### config.mk
export PLATFORM = sky130hd
export DESIGN_NAME = mem_port_arbiter
export DESIGN_NICKNAME = d
export VERILOG_FILES = /design/src/rtl/mem_port_arbiter.sv
export SDC_FILE = /design/constraint.sdc
export NUM_CORES = 1
export LEC_CHECK = 0
export CORE_ASPECT_RATIO = 0.7
export CORE_MARGIN = 3
export CORE_UTILIZATION = 44
export DETAILED_ROUTE_END_ITERATION = 6
export PLACE_DENSITY = 0.82
export SLEW_MARGIN = 20
export SYNTH_ARGS = -nofsm -noshare
export SYNTH_HDL_FRONTEND = slang
export SYNTH_SLANG_ARGS = --single-unit
### constraint.sdc
create_clock -name clk -period 3.4 [get_ports clk]
set_input_delay 0.68 -clock clk [delete_from_list [all_inputs] [get_ports clk]]
set_output_delay 0.68 -clock clk [all_outputs]
set_load 0.03 [all_outputs]
### src/rtl/mem_port_arbiter.sv
// mem_port_arbiter: shares the byte-wide MMU port between instruction fetch and data access,
// one transaction at a time, with round-robin tie breaking and an ISSUE-phase watchdog.
module mem_port_arbiter #(
    parameter bit FIXED_PRIORITY = 1'b0,
    parameter int TIMEOUT        = 64,
    parameter int CNT_W          = 7
) (
    input  logic        clk,
    input  logic        reset,
    input  logic [31:0] fetchAddr,
    input  logic        fetchRequest,
    output logic        fetchBusy,
    output logic [7:0]  fetchData,
    input  logic [31:0] dataAddr,
    input  logic        dataRequest,
    input  logic        dataWriteEnable,
    input  logic [7:0]  dataIn,
    output logic        dataBusy,
    output logic [7:0]  dataOut,
    output logic [31:0] memAddr,
    output logic        memRequest,
    output logic        memWriteEnable,
    output logic [7:0]  memDataIn,
    input  logic [7:0]  memOut,
    input  logic        memBusy,
    output logic        grantData,
    output logic        timeoutError
);
    typedef enum logic [1:0] {S_IDLE, S_ISSUE, S_WAIT} state_t;
    localparam logic [CNT_W-1:0] CNT_LAST = CNT_W'(TIMEOUT - 1);
    state_t           state_q;
    logic             last_q;
    logic [CNT_W-1:0] cnt_q;
    logic             grant_d;
    // last_q == 1 means data was granted last, so fetch wins the next tie
    always_comb grant_d = dataRequest && (!fetchRequest || (!FIXED_PRIORITY && !last_q));
    always_ff @(posedge clk) begin
        if (!reset) begin
            state_q        <= S_IDLE;
            last_q         <= 1'b1;
            cnt_q          <= '0;
            fetchBusy      <= 1'b0;
            fetchData      <= '0;
            dataBusy       <= 1'b0;
            dataOut        <= '0;
            memAddr        <= '0;
            memRequest     <= 1'b0;
            memWriteEnable <= 1'b0;
            memDataIn      <= '0;
            grantData      <= 1'b0;
            timeoutError   <= 1'b0;
        end else begin
            timeoutError <= 1'b0;
            // a requester that does not own the port simply mirrors its request level
            if (state_q == S_IDLE || grantData) fetchBusy <= fetchRequest;
            if (state_q == S_IDLE || !grantData) dataBusy <= dataRequest;
            case (state_q)
                S_IDLE: begin
                    if (fetchRequest || dataRequest) begin
                        state_q        <= S_ISSUE;
                        memRequest     <= 1'b1;
                        grantData      <= grant_d;
                        last_q         <= grant_d;
                        cnt_q          <= '0;
                        memAddr        <= grant_d ? dataAddr : fetchAddr;
                        memWriteEnable <= grant_d && dataWriteEnable;
                        memDataIn      <= grant_d ? dataIn : 8'h00;
                    end
                end
                S_ISSUE: begin
                    if (memBusy) begin
                        state_q    <= S_WAIT;
                        memRequest <= 1'b0;
                    end else if (TIMEOUT != 0 && cnt_q == CNT_LAST) begin
                        state_q      <= S_IDLE;
                        memRequest   <= 1'b0;
                        timeoutError <= 1'b1;
                        if (grantData) begin
                            dataBusy <= 1'b0;
                            dataOut  <= 8'hFF;
                        end else begin
                            fetchBusy <= 1'b0;
                            fetchData <= 8'hFF;
                        end
                    end else begin
                        cnt_q <= cnt_q + CNT_W'(1);
                    end
                end
                S_WAIT: begin
                    if (!memBusy) begin
                        state_q <= S_IDLE;
                        if (grantData) begin
                            dataBusy <= 1'b0;
                            if (!memWriteEnable) dataOut <= memOut;
                        end else begin
                            fetchBusy <= 1'b0;
                            fetchData <= memOut;
                        end
                    end
                end
                default: state_q <= S_IDLE;
            endcase
        end
    end
endmodule

==> impl_metrics.tcl, run 1 <==
set metrics [dict create \
    status "completed" \
    crit_type "flip-flop to flip-flop" \
    fin_crit_sh 0.706 \
    power_mw 3.13 \
    worst_path_most_repeated_cell "nor2_1" \
    min-delay-start "cnt_q[6]" \
    post_cts_buffers 0 \
    antenna_left 0 \
    finalSetupViolations 0 \
    r2r_setup_slack_ns 1.0 \
    holdBufCountCts 0 \
    core_region_area_um2 6820 \
    dr.pass1.iters 4 \
    holdWs_ns 0.436 \
    min_path_type "flip-flop to flip-flop" \
    drive_above_1_share 0.0863 \
    drc 0 \
    ir_worst_vdd_mv 0.329 \
    maxSlewViolCount 0 \
    gp_routability_congestion 0.803 \
    post_drt_via_cell_ratio 5.22 \
    synth_top_cell_by_area "dfxtp_1" \
    synthTopCellsByArea "dfxtp_1 46%, mux2i_1 10%, a211oi_1 7.7%" \
    crit_arrival_ns 2.65 \
    portBuffers 147 \
    final_nets 560 \
    grt_pass1_vias 2971 \
    final_cell_mix "147 x clkdlybuf4s50_1, 72 x dfxtp_1, 64 x nor2_1" \
    path_cells "inv_1 -> ha_1 -> nor2_1 -> a2111o_1 -> a21oi_4 -> nor2_1 -> a311oi_1" \
    syn_to_final_growth_pct 58.9 \
    dp_cells 553 \
    final_common_cell "clkdlybuf4s50_1" \
    ios 148 \
    clk_pin_slew_ns 0.08 \
    synthCells 331 \
    grt_max_degree 38 \
    numCtsBuffers 9 \
    cellLeakagePower_nw 1.89 \
    max-cap-violations 0 \
    p_per_area_nw_per_um2 630 \
    cts_tree "built" \
    cts.sinks 72 \
    fin_skew_ns 0.00987 \
    grt_pass1_wl_um 14400 \
    dp_hpwl_um 6390 \
    synthDistinctLibCells 50 \
    vias 2971 \
    post-route-cell-area_um2 4970 \
    clock_latency_ns 0.34 \
    diodes 0 \
    cts_buffer_depth 2 \
    r2r_start "state_q[0]" \
    ys_seq_elements 72 \
    htreeDepth 3 \
    worst_slew_pin_slew_ns 0.816 \
    fmax_mhz 416 \
    die_height_um 76.5 \
    grt-ovfl-total 0 \
    endpoint_kind "flip-flop" \
    layout_min_cycle_time_ns 2.40 \
    critPathMaxStageDelay_ns 0.54 \
    die_x_um 107 \
    crit_required_ns 3.64 \
    reg2reg_to "dataOut[2]" \
    post_cts_resize_count 0 \
    avgSynthCellArea_um2 9.45 \
    track_usage 0.218 \
    hold_viol_final 0 \
    ys.flop_type "dfxtp_1" \
    synth_nets 421 \
    drt_iter0_drc 161 \
    start_util 0.459 \
    synth_top_area_frac 0.461 \
    async_flop_share 0 \
    critPathMaxFanout 16 \
    slowest_stage "ha_1" \
    hold_depth 2 \
    syn_area_um2 3130 \
    synth_edf_count 0 \
    critPathLaunchType "flip-flop" \
    synth-seq-area-share 0.461 \
    dieArea_um2 8170 \
    final_cell_count_no_fill 569 \
    drt-total-wl_um 8700 \
    rsz0062_at_grt "false" \
    yosysWarnings 0 \
    row_count 25 \
    wl_per_cell_um 15.3 \
    placed_cell_area_um2 4670 \
    antenna_found_initial 0 \
    r2r_cells 7 \
    root_buffer "clkbuf_8" \
    setup_tns_ns 0 \
    relSlewSlack 0.456 \
    hold_end "cnt_q[6]" \
]
kinds of logic (layout without fill, tap and decap cells):
family,Yosys count,after routing,synth area share
AO/OA/AOI/OAI,85,85,0.223
XOR/XNOR,2,2,0.00560
adder cells (fa/ha/maj),4,4,0.0160
buffers and inverters,38,182,0.0528
flip-flops,72,72,0.461
multiplexers,32,32,0.102
AND/OR/NAND/NOR,98,98,0.139
worst max-delay path by stage:
stage	endpoint	startpoint
2_1_floorplan	cnt_q[2]	fetchRequest
3_3_place_gp	memAddr[29]	dataRequest
3_5_place_dp	memAddr[31]	fetchRequest
4_1_cts	dataOut[2]	state_q[0]
5_1_grt	dataOut[5]	state_q[0]
6_report	dataOut[2]	state_q[0]
stage by stage:
step	setup slack [ns]	util
after floorplan	1.56	-
after global placement	0.906	0.684
after detailed placement	0.833	0.684
after CTS	1.03	0.728
after global routing	0.840	0.728
final	0.999	0.728
cell type report:
cell class,instances,area (µm²)
multi-input cells,221,1530
well taps,94,118
inverters,13,48.8
fillers,540,1850
clock inverters,5,150
flip-flops and latches,72,1440
repair buffers,153,1530
clock buffers,11,151
sequential cells by signal, indices dropped and copies added (netlist names):
register	cells
memWriteEnable	1
memAddr	32
last_q	1
fetchBusy	1
cnt_q	7
memRequest	1
timeoutError	1
fetchData	8
grantData	1
state_q	2
dataOut	8
memDataIn	8
dataBusy	1
routing by layer:
metal,track usage,wire length [µm]
met4,0.0728,110
met5,0,0
met1,0.265,3700
met2,0.355,4050
met3,0.0847,844
report_power, final:
part / switching (mW) / total, mW / internal (mW) / leakage (nW)
logic: 0.621 / 1.09 / 0.474 / 1.15
registers: 0.0721 / 1.04 / 0.972 / 0.591
clock network: 0.312 / 0.988 / 0.676 / 0.150
worst max-delay path, delay by kind of cell, from the launching register on:
kind                     cells  cell delay [ns]
AO/OA/AOI/OAI                3             1.12
adder cells (fa/ha/maj)      1             0.54
flip-flops                   1             0.32
AND/OR/NAND/NOR              2             0.22
buffers and inverters        1             0.10
cells in the mapped netlist, drive strengths merged, types with 2 or more instances:
cell type / instances
dfxtp: 72
nor2: 64
a211oi: 32
mux2i: 32
clkbuf: 16
nand2: 14
inv: 13
a22oi: 9
buf: 9
o221a: 9
a311oi: 8
a21oi: 6
o21ai: 5
ha: 4
a31oi: 3
nand3: 3
a32oi: 2
and2: 2
nand2b: 2
nor2b: 2
nor3: 2
o21a: 2
o22ai: 2
No activity file was read; power rests on OpenSTA's default activity.
==> run 2: changes to the inputs <==
--- a/config.mk
+++ b/config.mk
@@ -7,9 +7,9 @@
 export LEC_CHECK = 0
 export CORE_ASPECT_RATIO = 0.7
 export CORE_MARGIN = 3
-export CORE_UTILIZATION = 44
+export CORE_UTILIZATION = 41
 export DETAILED_ROUTE_END_ITERATION = 6
-export PLACE_DENSITY = 0.82
+export PLACE_DENSITY = 0.77
 export SLEW_MARGIN = 20
 export SYNTH_ARGS = -nofsm -noshare
 export SYNTH_HDL_FRONTEND = slang
==> constraint.sdc (replaced) <==
create_clock -name clk -period 2.5 [get_ports clk]
set_input_delay 0.5 -clock clk [delete_from_list [all_inputs] [get_ports clk]]
set_output_delay 0.5 -clock clk [all_outputs]
set_load 0.03 [all_outputs]
==> run 2 against run 1 <==
Critical path depth shrank 1. Total power up 23%. Combinational power increased by 38%. Die area increased by 6.8%. Hold slack gained 0.00089 ns. Core utilization down 3.7 points. Clock-buffer cell count grew 2. Critical path type unchanged.
==> impl_metrics.tcl, run 2 (same netlist as run 1, synthesis figures left out) <==
set metrics [dict create \
    slowest_stage "and4_1" \
    row_count 25 \
    syn_to_final_growth_pct 56.3 \
    r2r_cells 6 \
    fin_crit_sh 0.813 \
    largest_reg_flops 32 \
    clock_latency_ns 0.33 \
    htreeDepth 3 \
    critPathMaxStageDelay_ns 0.39 \
    final_cell_mix "147 x clkdlybuf4s50_1, 72 x dfxtp_1, 64 x nor2_1" \
    final_nets 563 \
    crit_arrival_ns 2.24 \
    start_util 0.442 \
    drc 0 \
    cts_buffer_depth 2 \
    final_common_cell "clkdlybuf4s50_1" \
    post_drt_via_cell_ratio 5.23 \
    cts_tree "built" \
    root_buffer "clkbuf_8" \
    drt-total-wl_um 9160 \
    gp_routability_congestion 0.882 \
    critPathLaunchType "flip-flop" \
    holdBufCountCts 0 \
    clk_pin_slew_ns 0.08 \
    final_util 0.691 \
    min_path_type "flip-flop to flip-flop" \
    multi_input_area_um2 1530 \
    p_per_area_nw_per_um2 785 \
    status "completed" \
    largest-register "memAddr" \
    antenna_left 0 \
    dieArea_um2 8730 \
    cellLeakagePower_nw 1.86 \
    path_cells "ha_1 -> and4_1 -> nand2_2 -> nand2_1 -> nand4_1 -> o221a_2" \
    r2r_start "cnt_q[0]" \
    drive_above_1_share 0.0900 \
    max-cap-violations 0 \
    finalSetupViolations 0 \
    post_cts_resize_count 0 \
    crit_start "cnt_q[0]" \
    hold_viol_final 0 \
    grt_pass1_wl_um 14400 \
    drt_iter0_drc 120 \
    grt_max_degree 36 \
    fmax_mhz 492 \
    vias 2992 \
    relSlewSlack 0.413 \
    layout_min_cycle_time_ns 2.03 \
    portBuffers 147 \
    endpoint_kind "flip-flop" \
    antenna_found_initial 0 \
    ir_worst_vdd_mv 0.367 \
    fin_skew_ns 0.0115 \
    crit_type "flip-flop to flip-flop" \
    worst_slew_pin_slew_ns 0.881 \
    dr.pass1.iters 4 \
    grt-ovfl-total 0 \
    numCtsBuffers 9 \
    post_cts_buffers 0 \
    dp_hpwl_um 6980 \
    cts.sinks 72 \
    diodes 0 \
    die_height_um 79.1 \
    track_usage 0.211 \
    min-delay-start "cnt_q[6]" \
    core_region_area_um2 7070 \
    register_area_um2 1440 \
    ios 148 \
    grt_pass1_vias 2999 \
    maxSlewViolCount 0 \
    fillers 603 \
    critPathMaxFanout 8 \
    hold_depth 2 \
    crit_required_ns 2.71 \
    die_x_um 110 \
    wl_per_cell_um 16.0 \
    setup_tns_ns 0 \
    rsz0062_at_grt "false" \
]
[run 2: changes by cell type in the layout (fill, tap and decap cells not counted)]
cell       before  now
clkinv_2        0    2
inv_2           1    2
buf_4           5    8
clkbuf_1        0    2
bufinv_16       5    1
clkinv_1        1    0
[run 2: routing by layer]
| metal | global-route usage | vias up | share of wire |
|---|---|---|---|
| met5 | 0 | - | 0 |
| met4 | 0.0640 | 0 | 0.0049 |
| met3 | 0.0910 | 2 | 0.10 |
| met2 | 0.342 | 114 | 0.47 |
| met1 | 0.252 | 1391 | 0.42 |
| li1 | - | 1485 | - |
[run 2: layout make-up]
class                   instances  share of cell area
multi-input cells             221               0.313
clock buffers                  13              0.0325
repair buffers                156               0.317
well taps                      94              0.0241
flip-flops and latches         72               0.295
clock inverters                 3             0.00819
inverters                      13             0.00998
[run 2: worst max-delay path: cells and delay by family, from the launching register on]
family                     cells  cell delay [ns]
DFF                            1             0.37
AOI/OAI and AO/OA              1             0.37
and+or+nand+nor                4             0.94
adders and majority gates      1             0.24
[run 2: worst paths after layout]
path	to	slack, ns
worst max-delay path	fetchData[5]	0.47
worst min-delay path	cnt_q[6]	0.44
worst max register to register	fetchData[5]	0.47
worst min register to register	cnt_q[6]	0.44
[run 2: power breakdown]
| part | switching, mW | total (mW) | internal (mW) | leakage [nW] |
|---|---|---|---|---|
| clock | 0.403 | 0.916 | 0.514 | 0.103 |
| combinational | 0.852 | 1.50 | 0.648 | 1.17 |
| sequential | 0.0993 | 1.42 | 1.32 | 0.591 |
| total | 1.35 | 3.84 | 2.48 | 1.86 |
[run 2: stage by stage]
step	setup slack, ns	instances	cell area [µm²]	power (mW)	hold WS (ns)
5_1_grt	0.322	572	4890	4.07	0.464
2_1_floorplan	0.755	331	3130	2.33	0.408
3_3_place_gp	0.355	556	4690	2.91	0.417
3_5_place_dp	0.241	556	4690	2.95	0.425
4_1_cts	0.440	572	4890	3.88	0.435
6_report	0.467	572	4890	3.84	0.437
==> run 3: changes to the inputs <==
--- a/config.mk
+++ b/config.mk
@@ -7,9 +7,9 @@
 export LEC_CHECK = 0
 export CORE_ASPECT_RATIO = 0.7
 export CORE_MARGIN = 3
-export CORE_UTILIZATION = 41
+export CORE_UTILIZATION = 37
 export DETAILED_ROUTE_END_ITERATION = 6
-export PLACE_DENSITY = 0.77
+export PLACE_DENSITY = 0.73
 export SLEW_MARGIN = 20
 export SYNTH_ARGS = -nofsm -noshare
 export SYNTH_HDL_FRONTEND = slang
==> constraint.sdc (replaced) <==
create_clock -name clk -period 1.7 [get_ports clk]
set_input_delay 0.34 -clock clk [delete_from_list [all_inputs] [get_ports clk]]
set_output_delay 0.34 -clock clk [all_outputs]
set_load 0.03 [all_outputs]
==> run 3 against run 2 <==
The flow now finishes with violations (negative setup slack). Clock-buffer cell count down 2. Die area rose by 10%. Sequential power increased by 48%. Routed wire length rose by 5.6%. Register-to-register slack worse by 0.54 ns. Combinational power grew 65%. Sequential cell count did not move. Critical endpoint is now dataOut[4]. Largest power group unchanged.
==> impl_metrics.tcl, run 3 (same netlist as run 1, synthesis figures left out) <==
set metrics [dict create \
    status "complete, but fails checks" \
    violations "negative setup slack" \
    dieArea_um2 9610 \
    layout_min_cycle_time_ns 1.77 \
    clk_pin_slew_ns 0.06 \
    min_path_type "flip-flop to flip-flop" \
    portBuffers 147 \
    critPathMaxFanout 7 \
    fin_crit_sh 1.04 \
    ir_worst_vdd_mv 0.706 \
    min-delay-start "cnt_q[6]" \
    die_x_um 116 \
    grt_pass1_vias 3045 \
    reg2reg_to "dataOut[4]" \
    setup_tns_ns -0.158 \
    relSlewSlack 0.760 \
    final_cell_mix "97 x clkdlybuf4s50_1, 68 x dfxtp_1, 57 x nor2_1" \
    drc 0 \
    max-cap-violations 0 \
    largest-register "memAddr" \
    crit_arrival_ns 2.00 \
    root_buffer "clkbuf_16" \
    diodes 0 \
    cts_buffer_depth 2 \
    holdWs_ns 0.445 \
    grt-ovfl-total 0 \
    antenna_found_initial 0 \
    maxSlewViolCount 0 \
    wl_per_cell_um 15.9 \
    r2r_setup_slack_ns -0.07 \
    antenna_left 0 \
    critPathLaunchType "flip-flop" \
    placed_cell_area_um2 4890 \
    start_util 0.389 \
    place_ws_ns -0.237 \
    grt_max_degree 33 \
    crit_type "flip-flop to flip-flop" \
    worst_slew_pin_slew_ns 0.359 \
    drt-total-wl_um 9670 \
    row_count 27 \
    dp_cells 584 \
    die_height_um 82.9 \
    drt_iter0_drc 127 \
    final_cell_count_no_fill 608 \
    numCtsBuffers 9 \
    clock_latency_ns 0.32 \
    fmax_mhz 565 \
    cts.sinks 72 \
    cellLeakagePower_nw 2.82 \
    setup_slack_ns -0.0691 \
    hold_depth 2 \
    p_per_area_nw_per_um2 1130 \
    dp_hpwl_um 6920 \
    post-route-cell-area_um2 5480 \
    final_nets 593 \
    fillers 636 \
    final_util 0.681 \
    crit_required_ns 1.93 \
    dr.pass1.iters 4 \
    largest_reg_flops 32 \
    post_drt_via_cell_ratio 5.04 \
    rsz0062_at_grt "true" \
    endpoint_kind "flip-flop" \
    fin_skew_ns 0.00728 \
    hold_viol_final 0 \
    r2r_cells 8 \
    r2r_start "state_q[0]" \
    gp_routability_congestion 0.888 \
    ios 148 \
    hold_end "cnt_q[6]" \
    track_usage 0.192 \
    finalSetupViolations 3 \
    cts_tree "built" \
    power_mw 6.21 \
    vias 3064 \
    drive_above_1_share 0.189 \
    htreeDepth 3 \
    syn_to_final_growth_pct 75.1 \
    final_common_cell "clkdlybuf4s50_1" \
    grt_pass1_wl_um 14800 \
    core_region_area_um2 8040 \
]
run 3: changes by cell type in the layout (fill, tap and decap cells not counted), sizes merged:
cell	previous run	this run
clkdlybuf4s50	147	97
buf	9	38
dlygate4sd2	0	5
clkbuf	13	12
clkinv	2	3
bufinv	1	0
clkinvlp	0	1
dlymetal6s2s	0	45
run 3: critical path, cell delays in order, from the launching register on:
cell and delay (ns):
dfxtp_4 0.37, inv_4 0.05, ha_4 0.17, a2111o_1 0.44, a21oi_4 0.21, buf_12 0.15, buf_6 0.09, nor2_2 0.03
a311oi_1 0.18
run 3: per-layer routing:
metal	wire, µm	GRT usage	vias to the layer above
met4	97	0.0516	0
met2	4560	0.309	108
li1	-	-	1555
met5	0	0	-
met1	4190	0.243	1392
met3	817	0.0677	9
run 3: area by class of cell:
cell class / count / area (µm²) / share of cell area
tap: 101 / 126 / 0.0231
sequential: 72 / 1450 / 0.265
timing repair buffer: 186 / 1960 / 0.358
multi-input combinational: 221 / 1630 / 0.298
clock buffer: 11 / 233 / 0.0425
clock inverter: 4 / 22.5 / 0.00411
inverter: 13 / 51.3 / 0.00937
run 3: power by group:
group	switching [mW]	internal [mW]	total, mW
Sequential	0.145	1.95	2.10
Combinational	1.34	1.13	2.47
Clock	0.668	0.972	1.64
run 3: worst max-delay path by stage:
stage / from / end / slack (ns) / cells past startpoint
2_1_floorplan: cnt_q[0] / dataOut[6] / 0.004 / 7
3_3_place_gp: fetchRequest / memAddr[17] / -0.18 / 6
3_5_place_dp: memBusy / dataOut[0] / -0.24 / 6
4_1_cts: state_q[1] / dataOut[0] / -0.05 / 8
5_1_grt: state_q[0] / dataOut[4] / -0.12 / 8
6_report: state_q[0] / dataOut[4] / -0.07 / 8
run 3: repair_timing:
action,in CTS,in global routing
resized for setup,16,70
gates cloned,1,1
pin swaps,6,9
buffers inserted,3,5
endpoints found under the setup margin,26,73
hold buffers,0,0
